## src/rtl/minmax_tracker4_pkg.sv

```systemverilog
// Shared types for the per-frame min/max tracker: FSM encodings and sample width.
package minmax_tracker4_pkg;
   localparam int DATA_W = 4;

   // 2'd3 is unused and steers back to IDLE in the tracker's next-state logic.
   typedef enum logic [1:0] {
      IDLE = 2'd0,
      ACC  = 2'd1,
      DONE = 2'd2
   } state_t;
endpackage

```

## src/rtl/comp4bit_beh.sv

```systemverilog
// 4-bit two's-complement magnitude comparator; purely combinational.
module comp4bit_beh (
   input  logic [3:0] A,
   input  logic [3:0] B,
   output logic       AgtB,
   output logic       AeqB,
   output logic       AltB
);
   always_comb begin
      AgtB = ($signed(A) >  $signed(B));
      AeqB = (A == B);
      AltB = ($signed(A) <  $signed(B));
   end
endmodule

```

## src/rtl/minmax_tracker4.sv

```systemverilog
// Per-frame running max/min/count of signed 4-bit samples; result valid 1 cycle after last accept.
// Input stalls (in_ready=0) while a result is pending; the result is held until out_ready.
module minmax_tracker4
   import minmax_tracker4_pkg::*;
#(
   parameter int CNT_W = 8
) (
   input  logic              clk,
   input  logic              rst_n,
   input  logic              in_valid,
   output logic              in_ready,
   input  logic [DATA_W-1:0] in_data,
   input  logic              in_last,
   output logic              out_valid,
   input  logic              out_ready,
   output logic [DATA_W-1:0] out_max,
   output logic [DATA_W-1:0] out_min,
   output logic [CNT_W-1:0]  out_count,
   output logic              out_ovf
);
   localparam logic [CNT_W-1:0] CNT_MAX = '1;

   state_t            r_state;
   state_t            w_next;
   logic [DATA_W-1:0] r_max;
   logic [DATA_W-1:0] r_min;
   logic [CNT_W-1:0]  r_count;
   logic              r_ovf;

   logic w_accept;
   logic w_take;
   logic w_max_gt;
   logic w_min_lt;
   logic w_max_eq_unused;
   logic w_max_lt_unused;
   logic w_min_gt_unused;
   logic w_min_eq_unused;

   assign w_accept = in_valid & in_ready;
   assign w_take   = out_valid & out_ready;

   comp4bit_beh u_cmp_max (
      .A    (in_data),
      .B    (r_max),
      .AgtB (w_max_gt),
      .AeqB (w_max_eq_unused),
      .AltB (w_max_lt_unused)
   );

   comp4bit_beh u_cmp_min (
      .A    (in_data),
      .B    (r_min),
      .AgtB (w_min_gt_unused),
      .AeqB (w_min_eq_unused),
      .AltB (w_min_lt)
   );

   always_ff @(posedge clk or negedge rst_n) begin
      if (!rst_n) begin
         r_state <= IDLE;
      end else begin
         r_state <= w_next;
      end
   end

   always_comb begin
      w_next = r_state;
      case (r_state)
         ACC: begin
            if (w_accept && in_last) w_next = DONE;
         end
         DONE: begin
            if (w_take) w_next = IDLE;
         end
         default: begin
            if (w_accept) w_next = in_last ? DONE : ACC;
            else          w_next = IDLE;
         end
      endcase
   end

   always_comb begin
      in_ready  = (r_state != DONE);
      out_valid = (r_state == DONE);
   end

   always_ff @(posedge clk or negedge rst_n) begin
      if (!rst_n) begin
         r_max   <= '0;
         r_min   <= '0;
         r_count <= '0;
         r_ovf   <= 1'b0;
      end else begin
         case (r_state)
            ACC: begin
               if (w_accept) begin
                  if (w_max_gt) r_max <= in_data;
                  if (w_min_lt) r_min <= in_data;
                  // Saturate rather than wrap; ovf records the lost increments.
                  if (r_count == CNT_MAX) r_ovf   <= 1'b1;
                  else                    r_count <= r_count + CNT_W'(1);
               end
            end
            DONE: begin
               if (w_take) begin
                  r_count <= '0;
                  r_ovf   <= 1'b0;
               end
            end
            default: begin
               if (w_accept) begin
                  r_max   <= in_data;
                  r_min   <= in_data;
                  r_count <= CNT_W'(1);
                  r_ovf   <= 1'b0;
               end
            end
         endcase
      end
   end

   assign out_max   = r_max;
   assign out_min   = r_min;
   assign out_count = r_count;
   assign out_ovf   = r_ovf;
endmodule

```

## config.mk

```make
export PLATFORM = sky130hd
export DESIGN_NAME = minmax_tracker4
export DESIGN_NICKNAME = d
export VERILOG_FILES = /design/src/rtl/minmax_tracker4_pkg.sv /design/src/rtl/comp4bit_beh.sv /design/src/rtl/minmax_tracker4.sv
export SDC_FILE = /design/constraint.sdc
export NUM_CORES = 1
export LEC_CHECK = 0
export BUFFER_PORTS_ARGS = -buffer_cell sky130_fd_sc_hd__buf_2
export CORE_MARGIN = 2
export CORE_UTILIZATION = 39
export DETAILED_ROUTE_END_ITERATION = 10
export PLACE_DENSITY = 0.6
export SYNTH_ARGS = -nofsm -noshare
export SYNTH_HDL_FRONTEND = slang
export SYNTH_SLANG_ARGS = --single-unit
export TNS_END_PERCENT = 1
```

## constraint.sdc

```tcl
create_clock -name clk -period 2 [get_ports clk]
set_input_delay 0.1 -clock clk [delete_from_list [all_inputs] [get_ports clk]]
set_output_delay 0.1 -clock clk [all_outputs]
set_load 0.01 [all_outputs]
```

# Yosys cells after proc, flatten, opt, wreduce, memory -nomap -nowiden
# Cells that the tools add are included.
[totals] wordCells=51 regBits=19
[op_classes] order_cmp=2 n_bitwise=3 eq_ne=11 n_mux=22 reduce_logical=7 addsub=1
[ops] operator="8-bit 2-to-1 mux" n=4
[ops] operator="4-bit 2-to-1 mux" n=5
[ops] operator="4-bit case mux with 2 select lines" n=2
[ops] operator="8-bit case mux with 2 select lines" n=1
[ops] operator="2-bit inequality test (second input constant)" n=5
[ops] operator="8-bit by 1-bit adder with 8-bit output (second input constant)" n=1
[ops] operator="8-bit equality test (second input constant)" n=1
[ops] operator="2-bit 2-to-1 mux" n=4
[ops] operator="4-bit AND reduction" n=2
[ops] operator="2-bit by 1-bit inequality test with 1-bit output (second input constant)" n=3
[ops] operator="3-bit AND reduction" n=2
[ops] operator="4-bit > comparator" n=1
[ops] operator="4-bit less-than comparator" n=1
[ops] operator="1-bit 2-to-1 mux" n=4
[ops] operator="2-bit case mux with 2 select lines" n=1
[ops] operator="1-bit AND" n=2
[ops] operator="2-bit by 1-bit equality test with 1-bit output (second input constant)" n=1
[ops] operator="2-bit equality test (second input constant)" n=1
[ops] operator="1-bit case mux with 2 select lines" n=1
[ops] operator="2-bit AND reduction" n=1
[ops] operator="2-bit nonzero test" n=1
[ops] operator="1-bit logical AND" n=1
[ops] operator="1-bit NOT" n=1

# Longest topological paths before layout
# Gate-level depths: netlist (run 1).
[depth] word_depth=5 ltp_mapped=8

# Modules after synthesis
# From an unflattened synthesis (run 1), not the netlist that was laid out.
[unflattened] cells_unflattened=121 area_unflattened_um2=1233.7
[modules_own_cells] module="minmax_tracker4" instances=1 seq_area_each_um2=475.5 area_per_inst_um2=998.5 cells_per_inst=91
[modules_own_cells] module="comp4bit_beh" instances=2 seq_area_each_um2=0.0 area_per_inst_um2=117.6 cells_per_inst=15

# Worst setup path after synthesis (run 1)
# Ideal clock, no wire load.
[synth_timing] path_kind="reg-to-reg" from="register r_max[2], in the netlist out_max[2]" to="register r_max[0], in the netlist out_max[0]" path_stages_with_launch=7 required_time_ps=1872 arrival_ps=1749 setup_time_ps=128 path_slack_ps=123 path_cell_list="dfrtp_1 inv_1 ha_1 a211o_1 o211a_1 o21ai_2 mux2_1"
[synth_via] elab_chain_len=3
[synth_lines] element="start, declared" line="minmax_tracker4.sv:25" text="logic [DATA_W-1:0] r_max;"
[synth_lines] element="start signal, assigned" line="minmax_tracker4.sv:97" text="if (w_max_gt) r_max <= in_data;"
[synth_lines] element="start signal, assigned" line="minmax_tracker4.sv:112" text="r_max <= in_data;"
[synth_lines] element="4-bit > comparator" line="comp4bit_beh.sv:10" text="AgtB = ($signed(A) > $signed(B));"
[synth_lines] element="2-bit by 1-bit inequality test with 1-bit output (no source line)"
[synth_lines] element="3-bit AND reduction (no source line)"
# Every way passes these cells.
# A chain may end at the register's enable or synchronous reset.

# Final worst setup path (run 1)
# Same ends and word-level chain as after synthesis.

==> impl_metrics.toml, run 1 <==
[sta]
worst_case_headroom_to_the_max_slew_limit_pct = 71.21
finClkSkew_ns = 0.01424
final_min_period_over_clock_period_pct = 94.84
final_max_slew_viol_count = 0
final.setup.worst_slack_ns = 0.1032
max_freq_mhz = 527.2
hold_violations = 0
post-route-min-period_ns = 1.897
worst-slew-pin-transition_ns = 0.4319
setup_viol_count_final = 0
finalSetupTns_ns = 0

[clock_tree]
cts_tree = "done"
cts.root.buffer_cell = "sky130_fd_sc_hd__clkbuf_4"
htree_num_levels = 1
number_of_clock_sinks_seen_by_cts = 19
clock_latency_ns = 0.30
clockBufferDepth = 2
cts_buffers = 3
clkSlewWorstSetupHoldPaths_ns = 0.12

[drt]
vias = 1156
wl_um = 2938
drcViolationCount = 0
drt-pass1-iter-count = 4
detail-route-antenna-nets = 0
via_count_normalized_by_instance_count = 5.402
drt_iter0_markers = 75
detail_route.wl_per_cell_um = 13.73

[floorplanning]
floorplan.io_pins = 28
design.core.area_sq_um = 3078
chipWidth_um = 61.09
placementRows = 20
fp.dieArea_sq_um = 3732
effective_utilization_at_floorplan_pct = 41.30
die-height_um = 61.09

[synthesis]
synth_sequential_area_ratio_pct = 37.40
synth-seq-cells = 19
syn-instance-count = 138
yosysUniqueCellTypes = 37
yosys_most_used_dff = "sky130_fd_sc_hd__dfrtp_1"
synth_edf_count = 0
ys_async_sr_fraction_pct = 100.0
postSynthAreaPerCell_sq_um = 9.212
syn-num-nets = 157
synthesis.yosys.warnings = 0
mappedNetlistArea_sq_um = 1271

[placed_design]
io_buffers = 27
dpl_worst_slack_ns = 0.06763
dpl.cell_count = 209
dpl_cell_area_sq_um = 1471
gpl_wtd_cong = 0.8472
post-dp-hpwl_um = 2258

[layout]
antenna_cells_inserted = 0
instances_no_fill = 214
post_route_standard_cell_area_excluding_fillers_sq_um = 1516
finish.net_count = 190
fillerInstances = 322
final_layout_size_suffix_gt1_share_pct = 22.35
layout_commonest_cell = "sky130_fd_sc_hd__buf_2"
most-common-layout-cells = "27 x sky130_fd_sc_hd__buf_2, 19 x sky130_fd_sc_hd__dfrtp_1, 14 x sky130_fd_sc_hd__inv_1"
syn2layout_area_growth_pct = 19.29

[grt]
globalRouteTotalUtil_pct = 17.77
first_global_vias = 1095
grt_antenna_before_repair = 0
pin_count_of_the_biggest_net_entering_global_routing = 20
wire_length_of_the_first_global_routing_pass_um = 4940
global_route.overflow_total = 0

[pwr]
pwr_per_cell_area_nw_per_um2 = 945.0
leakagePower_uw = 0.0007430
irDropWorstVdd_v = 0.0004608

[critical_path]
startpoint_type = "flop"
worstPathMaxFanout = 4
worstPathArrival_ns = 2.10
end_kind = "flop"
critPathRequiredTime_ns = 2.20
critical_path_class = "reg2reg"

[worst_hold_path]
holdCritPathClass = "in2reg"

[run_status]
status = "completed"

[job]
max_cap_viol_count = 0
## final cells by class
cell class                      count  area, sq um  area share [%]
Timing Repair Buffer               33        182.7           12.05
Multi-Input combinational cell    100        724.4           47.77
Inverter                           14        52.55           3.465
Clock buffer                        4        26.28           1.733
Sequential cell                    19        475.5           31.35
Tap cell                           44        55.05           3.630
## per-layer routing
metal / vias up / global-route usage [%] / share of wire (%)
met5: - / 0 / 0
met4: 0 / 3.727 / 0.51
met3: 2 / 3.992 / 4.3
met2: 29 / 32.07 / 51
met1: 548 / 21.61 / 44
li1: 577 / - / -
## registers in the layout (all words and copies together), names as in the netlist
name,count
out_count,8
out_max,4
out_min,4
out_ovf,1
r_state,2
## worst paths after layout
path	start	end	slack, ns	cells after the start
min reg2reg	out_ovf$_DFFE_PN0P_	out_ovf$_DFFE_PN0P_	0.52	2
max in group asynchronous	rst_n	r_state[1]$_DFFE_PN0P_	1.43	2
max	out_max[2]$_DFFE_PN0P_	out_max[0]$_DFFE_PN0P_	0.10	6
max reg2reg	out_max[2]$_DFFE_PN0P_	out_max[0]$_DFFE_PN0P_	0.10	6
min in group asynchronous	rst_n	out_min[3]$_DFFE_PN0P_	0.25	2
min	in_data[1]	out_max[1]$_DFFE_PN0P_	0.06	2
## cells by family after synthesis
logic type | after synthesis | synth area share [%]
and+or+nand+nor | 45 | 19.69
AOI/OAI and AO/OA | 40 | 22.44
muxes | 5 | 4.330
adders and majority gates | 10 | 9.843
buffers and inverters | 19 | 6.299
DFF | 19 | 37.40
## report_power, final
part	switching, uW	internal (uW)
combinational	386	294
sequential	86.2	466
clock	123	77.7
total	595	838
## per-stage QoR
step | hold WS, ns | power (uW) | utilization [%]
after floorplan | -0.1956 | 999.5 | -
after global placement | 0.07033 | 1209 | 47.80
after detailed placement | 0.06628 | 1232 | 47.80
after CTS | 0.05897 | 1437 | 48.98
after global routing | 0.06749 | 1557 | 49.27
final | 0.06144 | 1433 | 49.27
## cell usage after synthesis (2+ instances only)
| cell | n | area [sq um] |
|---|---|---|
| sky130_fd_sc_hd__o211ai_1 | 4 | 30.03 |
| sky130_fd_sc_hd__nand3_1 | 7 | 35.03 |
| sky130_fd_sc_hd__o21ai_0 | 2 | 10.01 |
| sky130_fd_sc_hd__a41oi_1 | 2 | 17.52 |
| sky130_fd_sc_hd__mux2_1 | 4 | 45.04 |
| sky130_fd_sc_hd__inv_1 | 14 | 52.55 |
| sky130_fd_sc_hd__nand4_1 | 7 | 43.79 |
| sky130_fd_sc_hd__and2_1 | 5 | 31.28 |
| sky130_fd_sc_hd__nor2_1 | 8 | 30.03 |
| sky130_fd_sc_hd__o21ai_1 | 8 | 40.04 |
| sky130_fd_sc_hd__nand2b_1 | 4 | 25.02 |
| sky130_fd_sc_hd__clkbuf_1 | 3 | 11.26 |
| sky130_fd_sc_hd__ha_1 | 10 | 125.1 |
| sky130_fd_sc_hd__a221oi_1 | 4 | 35.03 |
| sky130_fd_sc_hd__o31ai_1 | 7 | 52.55 |
| sky130_fd_sc_hd__nand2_1 | 4 | 15.01 |
| sky130_fd_sc_hd__a21o_1 | 2 | 15.01 |
| sky130_fd_sc_hd__nor2b_1 | 2 | 12.51 |
| sky130_fd_sc_hd__and3b_1 | 2 | 17.52 |
| sky130_fd_sc_hd__a21oi_1 | 4 | 20.02 |
| sky130_fd_sc_hd__dfrtp_1 | 19 | 475.5 |
## worst max-delay path, cell delays in order, from the launching register on
cell,delay [ns]
sky130_fd_sc_hd__dfrtp_1,0.38
sky130_fd_sc_hd__inv_1,0.05
sky130_fd_sc_hd__ha_1,0.30
sky130_fd_sc_hd__a211o_1,0.30
sky130_fd_sc_hd__o211a_1,0.23
sky130_fd_sc_hd__o21ai_4,0.19
sky130_fd_sc_hd__mux2_1,0.35
## timing repair
| action | in CTS | in global routing |
|---|---|---|
| endpoints found under the hold margin | 19 | 0 |
| hold buffers | 1 | 0 |
| endpoints found under the setup margin | 0 | 6 |
| setup buffers | 0 | 0 |
| gates resized for setup | 0 | 2 |
No activity file was read; power rests on OpenSTA's default activity.
==> run 2, diff against run 1 <==
Settings changed: SETUP_SLACK_MARGIN set to 0.15.
==> run 2 against run 1 <==
Net effect: non-clock buffer count grew 1; power increased by 2.9%; combinational power increased by 6.2%; final cell count increased by 0.47%; register-to-register slack gained 0.08 ns; clock-buffer cell count fell by 1; clock skew is 0.0093 ns lower; maximum frequency is 4.2% higher; via count is the same; clock power hardly changed; critical path type unchanged; largest cell class unchanged; largest power group unchanged.
==> impl_metrics.toml, run 2 (synthesis gave the netlist of run 1 again) <==
[sta]
final.setup.worst_slack_ns = 0.1799
final_max_slew_viol_count = 0
final_min_period_over_clock_period_pct = 91.00
worst_case_headroom_to_the_max_slew_limit_pct = 69.43
finClkSkew_ns = 0.004969
setup_viol_count_final = 0
finalSetupTns_ns = 0
post-route-min-period_ns = 1.820
worst-slew-pin-transition_ns = 0.4585
hold_violations = 0
rsz0062_at_grt = "true"
max_freq_mhz = 549.4

[grt]
pin_count_of_the_biggest_net_entering_global_routing = 20
global_route.overflow_total = 0
first_global_vias = 1091
globalRouteTotalUtil_pct = 17.29
wire_length_of_the_first_global_routing_pass_um = 4809
grt_antenna_before_repair = 0

[job]
max_cap_viol_count = 0

[drt]
detail-route-antenna-nets = 0
detail_route.wl_per_cell_um = 13.55
drcViolationCount = 0
via_count_normalized_by_instance_count = 5.377
drt_iter0_markers = 87
vias = 1156
wl_um = 2914
drt-pass1-iter-count = 4

[critical_path]
path_delay_family = "compound AO/OA/AOI/OAI gates"
r2r_start = "out_max[2]$_DFFE_PN0P_"
reg2reg_slack_ns = 0.18
crit_start = "out_max[2]$_DFFE_PN0P_"
end_kind = "flop"
path_cells = "inv_2, ha_4, a211o_1, o211a_1, o21ai_4, mux2_4"
critPathRequiredTime_ns = 2.19
worstPathArrival_ns = 2.01
cp_slowest_cell = "sky130_fd_sc_hd__dfrtp_1"
startpoint_type = "flop"
critical_path.reg2reg.endpoint = "out_max[2]$_DFFE_PN0P_"
crit_buf_inv = 1
worst_path_largest_cell_delay_ns = 0.42
logic_depth_of_the_worst_register_to_register_path = 6
critical_path_class = "reg2reg"
worstPathMaxFanout = 4

[layout]
final_layout_size_suffix_gt1_share_pct = 27.49
antenna_cells_inserted = 0
post_route_standard_cell_area_excluding_fillers_sq_um = 1559
finish.net_count = 191
largest_register_ffs = 8
syn2layout_area_growth_pct = 22.64
layout_commonest_cell = "sky130_fd_sc_hd__buf_2"
most-common-layout-cells = "27 x sky130_fd_sc_hd__buf_2, 19 x sky130_fd_sc_hd__dfrtp_1, 13 x sky130_fd_sc_hd__inv_1"
instances_no_fill = 215

[clock_tree]
number_of_clock_sinks_seen_by_cts = 19
cts_buffers = 3
cts.root.buffer_cell = "sky130_fd_sc_hd__clkbuf_4"
clkSlewWorstSetupHoldPaths_ns = 0.12
htree_num_levels = 1
clockBufferDepth = 2
clock_latency_ns = 0.30
cts_tree = "done"

[worst_hold_path]
hold_depth = 3
worstHoldStart = "in_last"
timing.hold.worst_endpoint = "r_state[0]$_DFFE_PN0P_"
holdCritPathClass = "in2reg"

[pwr]
power_uw = 1474
pwr_per_cell_area_nw_per_um2 = 945.6
leakagePower_uw = 0.0007689
irDropWorstVdd_v = 0.0004165

[placed_design]
io_buffers = 27
dpl.cell_count = 210
post-dp-hpwl_um = 2175
dpl_cell_area_sq_um = 1491
gpl_wtd_cong = 0.8346
dpl_worst_slack_ns = 0.09102

[floorplanning]
effective_utilization_at_floorplan_pct = 41.30
floorplan.io_pins = 28
fp.dieArea_sq_um = 3732
design.core.area_sq_um = 3078
chipWidth_um = 61.09
placementRows = 20
die-height_um = 61.09

[run_status]
status = "completed"
[run 2: cell count changes in the layout (fill, tap and decap cells not counted), sizes merged]
cell	change
clkinv	+1
clkbuf	-1
buf	+1
[run 2: layout make-up]
cell class,count,area [sq um]
clock buffers,3,22.52
clock inverters,1,5.005
fillers,305,1519
inverters,14,52.55
multi-input cells,100,758.2
flip-flops and latches,19,475.5
well taps,44,55.05
repair buffers,34,190.2
[run 2: worst max-delay path by stage]
stage          cells past startpoint                       end
2_1_floorplan                      6    out_max[0]$_DFFE_PN0P_
4_1_cts                            6    out_max[2]$_DFFE_PN0P_
3_3_place_gp                       6    out_max[2]$_DFFE_PN0P_
5_1_grt                            6  out_count[4]$_DFFE_PN0P_
3_5_place_dp                       6    out_max[3]$_DFFE_PN0P_
6_report                           6    out_max[2]$_DFFE_PN0P_
[run 2: metrics by stage]
step | hold WS [ns] | utilization [%]
finish | 0.07272 | 50.65
global route | 0.05739 | 50.65
CTS | 0.06901 | 50.41
detailed placement | 0.07815 | 48.46
global placement | 0.07681 | 48.46
floorplan | -0.1956 | -
[run 2: layer usage]
layer / track usage, % / share of wire, %
met5: 0 / 0
met4: 5.901 / 0.62
met3: 2.731 / 4.9
met2: 28.88 / 47
met1: 22.79 / 47
[run 2: timing repair]
| action | CTS | global route |
|---|---|---|
| setup endpoints to repair | 4 | 12 |
| pin swaps | 3 | 2 |
| hold endpoints to repair | 19 | 0 |
| gates resized for setup | 6 | 2 |
| buffers inserted | 0 | 0 |
| hold buffers | 1 | 0 |
[run 2: where the power goes]
group	switching, uW	internal (uW)
Combinational	395	327
Sequential	82.2	466
Clock	129	74.5
Total	606	868
[run 2: worst register-to-register path: stages, from the launching register on]
cell and delay [ns]:
sky130_fd_sc_hd__dfrtp_1 0.42, sky130_fd_sc_hd__inv_2 0.07, sky130_fd_sc_hd__ha_4 0.19, sky130_fd_sc_hd__a211o_1 0.25, sky130_fd_sc_hd__o211a_1 0.24, sky130_fd_sc_hd__o21ai_4 0.23
sky130_fd_sc_hd__mux2_4 0.32
